`src/rtl/tpu_pkg.sv`:
```
// Shared definitions for the TPU tile scheduler.
// The array and global buffer use the same defaults.
package tpu_pkg;

  localparam int ARR_DEF   = 4;
  localparam int DIM_W_DEF = 4;
  localparam int CNT_W_DEF = 16;

  typedef enum logic [1:0] {
    IDLE   = 2'd0,
    ISSUE  = 2'd1,
    WAIT   = 2'd2,
    FINISH = 2'd3
  } state_t;

endpackage

```
`src/rtl/tpu_tile_scheduler_if.sv`:
```
// Tile command channel between the scheduler
// and the systolic array.
interface tpu_tile_scheduler_if #(
  parameter int ARR   = 4,
  parameter int DIM_W = 4
) ();

  localparam int SZ_W = $clog2(ARR) + 1;

  logic             cmd_valid;
  logic             cmd_ready;
  logic [DIM_W-1:0] cmd_row_base;
  logic [DIM_W-1:0] cmd_col_base;
  logic [SZ_W-1:0]  cmd_rows;
  logic [SZ_W-1:0]  cmd_cols;
  logic [DIM_W-1:0] cmd_k;
  logic             tile_done;

  modport master (
    output cmd_valid,
    output cmd_row_base,
    output cmd_col_base,
    output cmd_rows,
    output cmd_cols,
    output cmd_k,
    input  cmd_ready,
    input  tile_done
  );

  modport slave (
    input  cmd_valid,
    input  cmd_row_base,
    input  cmd_col_base,
    input  cmd_rows,
    input  cmd_cols,
    input  cmd_k,
    output cmd_ready,
    output tile_done
  );

endinterface

```
`src/rtl/tpu_tile_scheduler_tile_counter.sv`:
```
// Row-major tile walker: registered bases, clamped
// tile sizes and a last-tile flag.
module tile_counter
  import tpu_pkg::*;
#(
  parameter int ARR   = ARR_DEF,
  parameter int DIM_W = DIM_W_DEF
) (
  input  logic                    clk,
  input  logic                    rst,
  input  logic                    init,
  input  logic                    step,
  input  logic [DIM_W-1:0]        dim_m,
  input  logic [DIM_W-1:0]        dim_n,
  output logic [DIM_W-1:0]        row_base,
  output logic [DIM_W-1:0]        col_base,
  output logic [$clog2(ARR):0]    rows,
  output logic [$clog2(ARR):0]    cols,
  output logic                    last
);

  localparam int SZ_W = $clog2(ARR) + 1;
  localparam int EW   = DIM_W + 1;
  localparam logic [EW-1:0] ARR_E = EW'(ARR);

  logic [EW-1:0] rb_q;
  logic [EW-1:0] cb_q;
  logic [EW-1:0] rb_d;
  logic [EW-1:0] cb_d;
  logic [EW-1:0] m_e;
  logic [EW-1:0] n_e;
  logic          col_last;

  function automatic logic [SZ_W-1:0] clamp(
    input logic [EW-1:0] dim,
    input logic [EW-1:0] base
  );
    logic [EW-1:0] rem;
    rem = dim - base;
    if (rem >= ARR_E) return SZ_W'(ARR);
    return SZ_W'(rem);
  endfunction

  assign m_e      = {1'b0, dim_m};
  assign n_e      = {1'b0, dim_n};
  assign col_last = (cb_q + ARR_E) >= n_e;
  assign last     = col_last && ((rb_q + ARR_E) >= m_e);
  assign row_base = rb_q[DIM_W-1:0];
  assign col_base = cb_q[DIM_W-1:0];

  // next tile position: column inner, row outer
  always_comb begin
    rb_d = rb_q;
    cb_d = cb_q;
    if (init) begin
      rb_d = '0;
      cb_d = '0;
    end else if (step) begin
      if (col_last) begin
        cb_d = '0;
        rb_d = rb_q + ARR_E;
      end else begin
        cb_d = cb_q + ARR_E;
      end
    end
  end

  // register position and the clamped tile size
  always_ff @(posedge clk or negedge rst) begin
    if (!rst) begin
      rb_q <= '0;
      cb_q <= '0;
      rows <= '0;
      cols <= '0;
    end else if (init || step) begin
      rb_q <= rb_d;
      cb_q <= cb_d;
      rows <= clamp(m_e, rb_d);
      cols <= clamp(n_e, cb_d);
    end
  end

endmodule

```
`src/rtl/tpu_tile_scheduler.sv`:
```
// Issues ARR x ARR output tiles of one matmul
// to the systolic array, row-major.
module tpu_tile_scheduler
  import tpu_pkg::*;
#(
  parameter int ARR   = ARR_DEF,
  parameter int DIM_W = DIM_W_DEF,
  parameter int CNT_W = CNT_W_DEF
) (
  input  logic                 clk,
  input  logic                 rst,
  input  logic                 start,
  input  logic [DIM_W-1:0]     m,
  input  logic [DIM_W-1:0]     n,
  input  logic [DIM_W-1:0]     k,
  tpu_tile_scheduler_if.master cmd,
  output logic                 busy,
  output logic                 done,
  output logic                 err,
  output logic [CNT_W-1:0]     cycle_cnt
);

  state_t           state;
  logic [DIM_W-1:0] m_q;
  logic [DIM_W-1:0] n_q;
  logic [DIM_W-1:0] k_q;
  logic [DIM_W-1:0] dm;
  logic [DIM_W-1:0] dn;
  logic             zero_dim;
  logic             cnt_init;
  logic             cnt_step;
  logic             last;

  assign zero_dim = (m == '0) || (n == '0) || (k == '0);
  assign cnt_init = (state == IDLE) && start && !zero_dim;
  assign cnt_step = (state == WAIT) && cmd.tile_done && !last;
  assign dm       = (state == IDLE) ? m : m_q;
  assign dn       = (state == IDLE) ? n : n_q;
  assign cmd.cmd_k = k_q;

  tile_counter #(
    .ARR   (ARR),
    .DIM_W (DIM_W)
  ) u_tiles (
    .clk      (clk),
    .rst      (rst),
    .init     (cnt_init),
    .step     (cnt_step),
    .dim_m    (dm),
    .dim_n    (dn),
    .row_base (cmd.cmd_row_base),
    .col_base (cmd.cmd_col_base),
    .rows     (cmd.cmd_rows),
    .cols     (cmd.cmd_cols),
    .last     (last)
  );

  // control FSM with registered outputs and busy counter
  always_ff @(posedge clk or negedge rst) begin
    if (!rst) begin
      state         <= IDLE;
      m_q           <= '0;
      n_q           <= '0;
      k_q           <= '0;
      cmd.cmd_valid <= 1'b0;
      busy          <= 1'b0;
      done          <= 1'b0;
      err           <= 1'b0;
      cycle_cnt     <= '0;
    end else begin
      done <= 1'b0;
      err  <= 1'b0;
      if (busy && (cycle_cnt != '1))
        cycle_cnt <= cycle_cnt + 1'b1;
      unique case (state)
        IDLE: begin
          if (start) begin
            m_q       <= m;
            n_q       <= n;
            k_q       <= k;
            cycle_cnt <= '0;
            busy      <= 1'b1;
            if (zero_dim) begin
              state <= FINISH;
              done  <= 1'b1;
              err   <= 1'b1;
            end else begin
              state         <= ISSUE;
              cmd.cmd_valid <= 1'b1;
            end
          end
        end
        ISSUE: begin
          if (cmd.cmd_ready) begin
            state         <= WAIT;
            cmd.cmd_valid <= 1'b0;
          end
        end
        WAIT: begin
          if (cmd.tile_done) begin
            if (last) begin
              state <= FINISH;
              done  <= 1'b1;
            end else begin
              state         <= ISSUE;
              cmd.cmd_valid <= 1'b1;
            end
          end
        end
        FINISH: begin
          state <= IDLE;
          busy  <= 1'b0;
        end
        default: state <= IDLE;
      endcase
    end
  end

endmodule

```
`src/flat_wrapper.sv`:
```
// flat-port wrapper written by rule: the top's interface ports become plain ports
module tpu_tile_scheduler_flat import tpu_pkg::*;
#(
  parameter int ARR   = ARR_DEF,
  parameter int DIM_W = DIM_W_DEF,
  parameter int CNT_W = CNT_W_DEF
)
  (clk, rst, start, m, n, k, busy, done, err, cycle_cnt, cmd_cmd_valid, cmd_cmd_row_base, cmd_cmd_col_base, cmd_cmd_rows, cmd_cmd_cols, cmd_cmd_k, cmd_cmd_ready, cmd_tile_done);
  tpu_tile_scheduler_if #(.ARR(ARR), .DIM_W(DIM_W)) cmd_i ();
  input  logic clk;
  input  logic rst;
  input  logic start;
  input  logic [DIM_W-1:0] m;
  input  logic [DIM_W-1:0] n;
  input  logic [DIM_W-1:0] k;
  output logic busy;
  output logic done;
  output logic err;
  output logic [CNT_W-1:0] cycle_cnt;
  output wire logic [$bits(cmd_i.cmd_valid)-1:0] cmd_cmd_valid;
  output wire logic [$bits(cmd_i.cmd_row_base)-1:0] cmd_cmd_row_base;
  output wire logic [$bits(cmd_i.cmd_col_base)-1:0] cmd_cmd_col_base;
  output wire logic [$bits(cmd_i.cmd_rows)-1:0] cmd_cmd_rows;
  output wire logic [$bits(cmd_i.cmd_cols)-1:0] cmd_cmd_cols;
  output wire logic [$bits(cmd_i.cmd_k)-1:0] cmd_cmd_k;
  input wire logic [$bits(cmd_i.cmd_ready)-1:0] cmd_cmd_ready;
  input wire logic [$bits(cmd_i.tile_done)-1:0] cmd_tile_done;
  assign cmd_cmd_valid = cmd_i.cmd_valid;
  assign cmd_cmd_row_base = cmd_i.cmd_row_base;
  assign cmd_cmd_col_base = cmd_i.cmd_col_base;
  assign cmd_cmd_rows = cmd_i.cmd_rows;
  assign cmd_cmd_cols = cmd_i.cmd_cols;
  assign cmd_cmd_k = cmd_i.cmd_k;
  assign cmd_i.cmd_ready = cmd_cmd_ready;
  assign cmd_i.tile_done = cmd_tile_done;
  tpu_tile_scheduler #(.ARR(ARR), .DIM_W(DIM_W), .CNT_W(CNT_W)) u_core (.clk(clk), .rst(rst), .start(start), .m(m), .n(n), .k(k), .cmd(cmd_i), .busy(busy), .done(done), .err(err), .cycle_cnt(cycle_cnt));
endmodule
```
`config.mk`:
```
export PLATFORM = sky130hd
export DESIGN_NAME = tpu_tile_scheduler_flat
export DESIGN_NICKNAME = d
export VERILOG_FILES = /design/src/rtl/tpu_pkg.sv /design/src/rtl/tpu_tile_scheduler_if.sv /design/src/rtl/tpu_tile_scheduler_tile_counter.sv /design/src/rtl/tpu_tile_scheduler.sv /design/src/flat_wrapper.sv
export SDC_FILE = /design/constraint.sdc
export NUM_CORES = 1
export LEC_CHECK = 0
export BUFFER_PORTS_ARGS = -buffer_cell sky130_fd_sc_hd__buf_2
export CAP_MARGIN = 10
export CORE_MARGIN = 1
export CORE_UTILIZATION = 50
export CTS_CLUSTER_SIZE = 25
export DETAILED_ROUTE_END_ITERATION = 6
export GPL_TIMING_DRIVEN = 0
export MAX_ROUTING_LAYER = met4
export PLACE_DENSITY = 0.76
export SYNTH_ARGS = -nofsm -noshare
export SYNTH_HDL_FRONTEND = slang
export SYNTH_SLANG_ARGS = --single-unit
```
`constraint.sdc`:
```
create_clock -name clk -period 3.8 [get_ports clk]
set_clock_uncertainty 0.2 [all_clocks]
set_input_delay 0.19 -clock clk [delete_from_list [all_inputs] [get_ports clk]]
set_output_delay 0.19 -clock clk [all_outputs]
set_load 0.005 [all_outputs]
```
==> results.py <==
metrics = {
    "min_path": {
        "holdPathEnd": "u_core.state[1]",
        "hold_path_class": "in2reg",
        "hold_depth": 3,
        "min_from": "cmd_tile_done",
    },
    "power_and_ir_drop": {
        "p_sw_share_pct": 40.7,
        "leakage_nw": 2.02,
        "switching_power_w": 0.00122,
        "p_int_w": 0.00178,
        "power_density_nw_per_um2": 748,
        "peakVddDrop_uv": 429,
        "clockPowerShare_pct": 10.6,
        "p_comb_share_pct": 63.5,
        "p_seq_share_pct": 26.0,
    },
    "die": {
        "die_x_microns": 79.3,
        "io_pins": 55,
        "initial_utilization_pct": 52.9,
        "core_area_sq_um": 5640,
        "dieArea_sq_um": 6280,
        "fp.dieH_microns": 79.3,
        "rows": 27,
    },
    "timing": {
        "hold-worst-slack_ps": 39.4,
        "drv_slew": 0,
        "hold_viol": 0,
        "tightestPinTransition_ps": 658,
        "max_freq_ghz": 0.245,
        "min_period_ps": 4090,
        "max_slew_margin_pct": 55.8,
        "final.setup.worst_slack_ps": -287,
        "period_share_pct": 108,
        "final-setup-viol-count": 6,
        "rsz0062_at_grt": "yes",
    },
    "synth": {
        "yosysUniqueCellTypes": 57,
        "syn-mean-instance-area_sq_um": 9.75,
        "syn_nets": 344,
        "synth_edf_count": 0,
        "yosysTopAreaCellShare_pct": 41.9,
        "yosys.area.top_type": "dfrtp_1",
        "synth.area.top_cells": "dfrtp_1, ha_1, nand2_1",
        "synthCells": 306,
        "synth_seq_cells": 50,
        "synthArstFlopShare_pct": 100,
        "synth_common_cells": "dfrtp_1, nand2_1, nor2_1",
        "syn_area_sq_um": 2980,
        "ys.flop_type": "dfrtp_1",
        "yosys_warnings": 0,
        "yosysSeqAreaShare_pct": 41.9,
        "synth.most_common_cell": "dfrtp_1",
    },
    "global_route": {
        "track_usage_pct": 23.7,
        "first_global_vias": 2448,
        "antenna_found_initial": 0,
        "grt_max_degree": 51,
        "grt-ovfl-total": 0,
        "grt_first_pass_wirelength_microns": 11200,
    },
    "critical_path": {
        "r2r_setup_slack_ps": -290,
        "crit_arrival_ps": 4100,
        "crit_fanout": 7,
        "start_kind": "flip-flop",
        "critPathMaxStageDelay_ps": 390,
        "path_cells": "buf_6 > nor2_4 > buf_12 > mux2_4 > inv_4 > ha_4 > a21oi_4 > o21ai_4 > a211oi_4 > nor3_4 > mux2i_1 > or2_4 > ha_4 > xor2_1 > or3_1 > a21boi_1 > mux2i_1 > mux2_4",
        "cp_slowest_cell": "dfrtp_1",
        "cp_top_family": "multiplexers",
        "required_ps": 3810,
        "endpoint_kind": "flip-flop",
        "reg2reg_depth": 18,
        "timing.rr.start": "u_core.state[0]",
        "cp_num_buf_inv": 3,
        "reg2reg_to": "u_core.u_tiles.rows[2]",
        "path_class": "reg2reg",
    },
    "clocking": {
        "tritoncts": "yes",
        "clk_pin_slew_ps": 100,
        "clock_latency_ps": 320,
        "cts_buffer_depth": 2,
        "cts_buffers": 5,
        "cts_root_buf": "clkbuf_8",
        "htree_num_levels": 2,
        "clkSinkCount": 50,
    },
    "cells_and_area": {
        "fin_cells": 478,
        "area_growth_pct": 34.3,
        "layout.nets": 444,
        "insertedDiodeCount": 0,
        "drive_gt1_share_pct": 37.2,
        "num-fill-cells": 411,
    },
    "routing": {
        "drt_iter0_drc": 131,
        "drt_wl_total_microns": 7140,
        "routedWlPerCell_microns": 14.9,
        "drc_errors": 0,
        "firstDrtPassIters": 4,
        "via_count": 2580,
        "ant_nets": 0,
        "viasPerCell": 5.40,
    },
    "placed_design": {
        "io_buffers": 54,
        "dp_slack_ps": -402,
        "place_hpwl_microns": 4720,
        "placed_cells": 432,
        "place.gp.congestion": 0.915,
    },
    "run_status": {
        "status": "finished with violations",
        "violations": "setup timing",
    },
    "flow_run": {
        "max_cap_viol_count": 0,
    },
}
-- layout by cell type, fill, tap and decap left out, types with 5 or more instances in the layout --
cell type | netlist | routed
a21oi_1 | 8 | 7
xor2_1 | 14 | 14
xnor2_1 | 5 | 5
nand2_1 | 48 | 48
ha_4 | 0 | 6
mux2_4 | 0 | 6
buf_4 | 9 | 32
nor2_1 | 31 | 29
clkbuf_8 | 0 | 5
nand3_1 | 6 | 6
and2_1 | 6 | 6
mux2i_1 | 5 | 5
dfrtp_1 | 50 | 50
dlygate4sd3_1 | 0 | 13
mux2_2 | 10 | 5
buf_2 | 4 | 56
inv_1 | 19 | 17
ha_1 | 19 | 12
-- state kept, by name, indices dropped and copies added (netlist names), 2 cells and up --
signal               cells
u_core.u_tiles.cols      3
u_core.m_q               4
u_core.u_tiles.cb_q      5
u_core.state             2
u_core.cycle_cnt        16
u_core.u_tiles.rb_q      5
u_core.n_q               4
u_core.cmd.cmd_k         4
u_core.u_tiles.rows      3
-- worst max-delay path by stage --
stage                    startpoint                endpoint  slack [ps]  cells past startpoint
floorplan           u_core.state[0]  u_core.u_tiles.rows[2]         -50                     17
finish              u_core.state[0]  u_core.u_tiles.rows[2]        -290                     18
global placement    u_core.state[0]  u_core.u_tiles.rows[2]        -300                     16
detailed placement  u_core.state[0]  u_core.u_tiles.cols[0]        -400                     17
CTS                 u_core.state[1]  u_core.u_tiles.rows[2]        -210                     17
global route        u_core.state[0]  u_core.u_tiles.rows[1]        -460                     20
-- tightest hold or removal path, stage by stage --
cell	delay (ps)
buf_2	110
a21oi_1	60
a21o_1	160
-- power by group through the flow --
stage | Sequential (W) | Combinational (W) | Clock [W]
after floorplan | 0.000775 | 0.00103 | 0
after global placement | 0.000774 | 0.00132 | 0
after detailed placement | 0.000781 | 0.00137 | 0
after CTS | 0.000774 | 0.00153 | 0.000319
after global routing | 0.000795 | 0.00209 | 0.000342
final | 0.000779 | 0.00190 | 0.000317
-- layer usage --
metal	up-vias	GRT usage, %	wire [microns]
met5	-	-	0
met4	0	8.55	145
met3	16	3.68	251
met2	61	39.6	3730
met1	1279	29.1	3010
li1	1224	-	-
-- cells by family (layout without fill, tap and decap cells) --
kind of cell             after synthesis  after routing  synth area share (%)
multiplexers                          16             16                  5.83
flip-flops                            50             50                  41.9
AND/OR/NAND/NOR                      122            122                  20.0
AO/OA/AOI/OAI                         44             44                  11.8
buffers and inverters                 34            134                  5.58
XOR/XNOR                              19             19                  5.58
adder cells (fa/ha/maj)               21             21                  9.31
-- final cells by class --
type / instances / area [sq um] / share of cell area, %
Multi-Input combinational cell: 222 / 1780 / 44.4
Buffer: 15 / 108 / 2.68
Timing Repair Buffer: 93 / 624 / 15.6
Tap cell: 72 / 90.1 / 2.25
Inverter: 19 / 73.8 / 1.84
Clock buffer: 5 / 68.8 / 1.72
Clock inverter: 2 / 13.8 / 0.343
Sequential cell: 50 / 1250 / 31.2
-- timing repair --
| action | CTS | global route |
|---|---|---|
| hold endpoints to repair | 62 | 0 |
| buffers inserted | 8 | 17 |
| pin swaps | 11 | 12 |
| setup endpoints to repair | 6 | 6 |
| resized for setup | 7 | 21 |
| hold buffers | 13 | 0 |
-- metrics by stage --
step | total power [W] | setup TNS [ps] | utilization (%) | instance area (sq um)
2_1_floorplan | 0.00181 | -59.2 | - | 3070
3_3_place_gp | 0.00209 | -1460 | 60.9 | 3430
3_5_place_dp | 0.00215 | -1990 | 60.9 | 3430
4_1_cts | 0.00262 | -1150 | 66.5 | 3750
5_1_grt | 0.00323 | -2600 | 71.0 | 4010
6_report | 0.00300 | -1420 | 71.0 | 4010
Power figures use the tool's default switching activity.
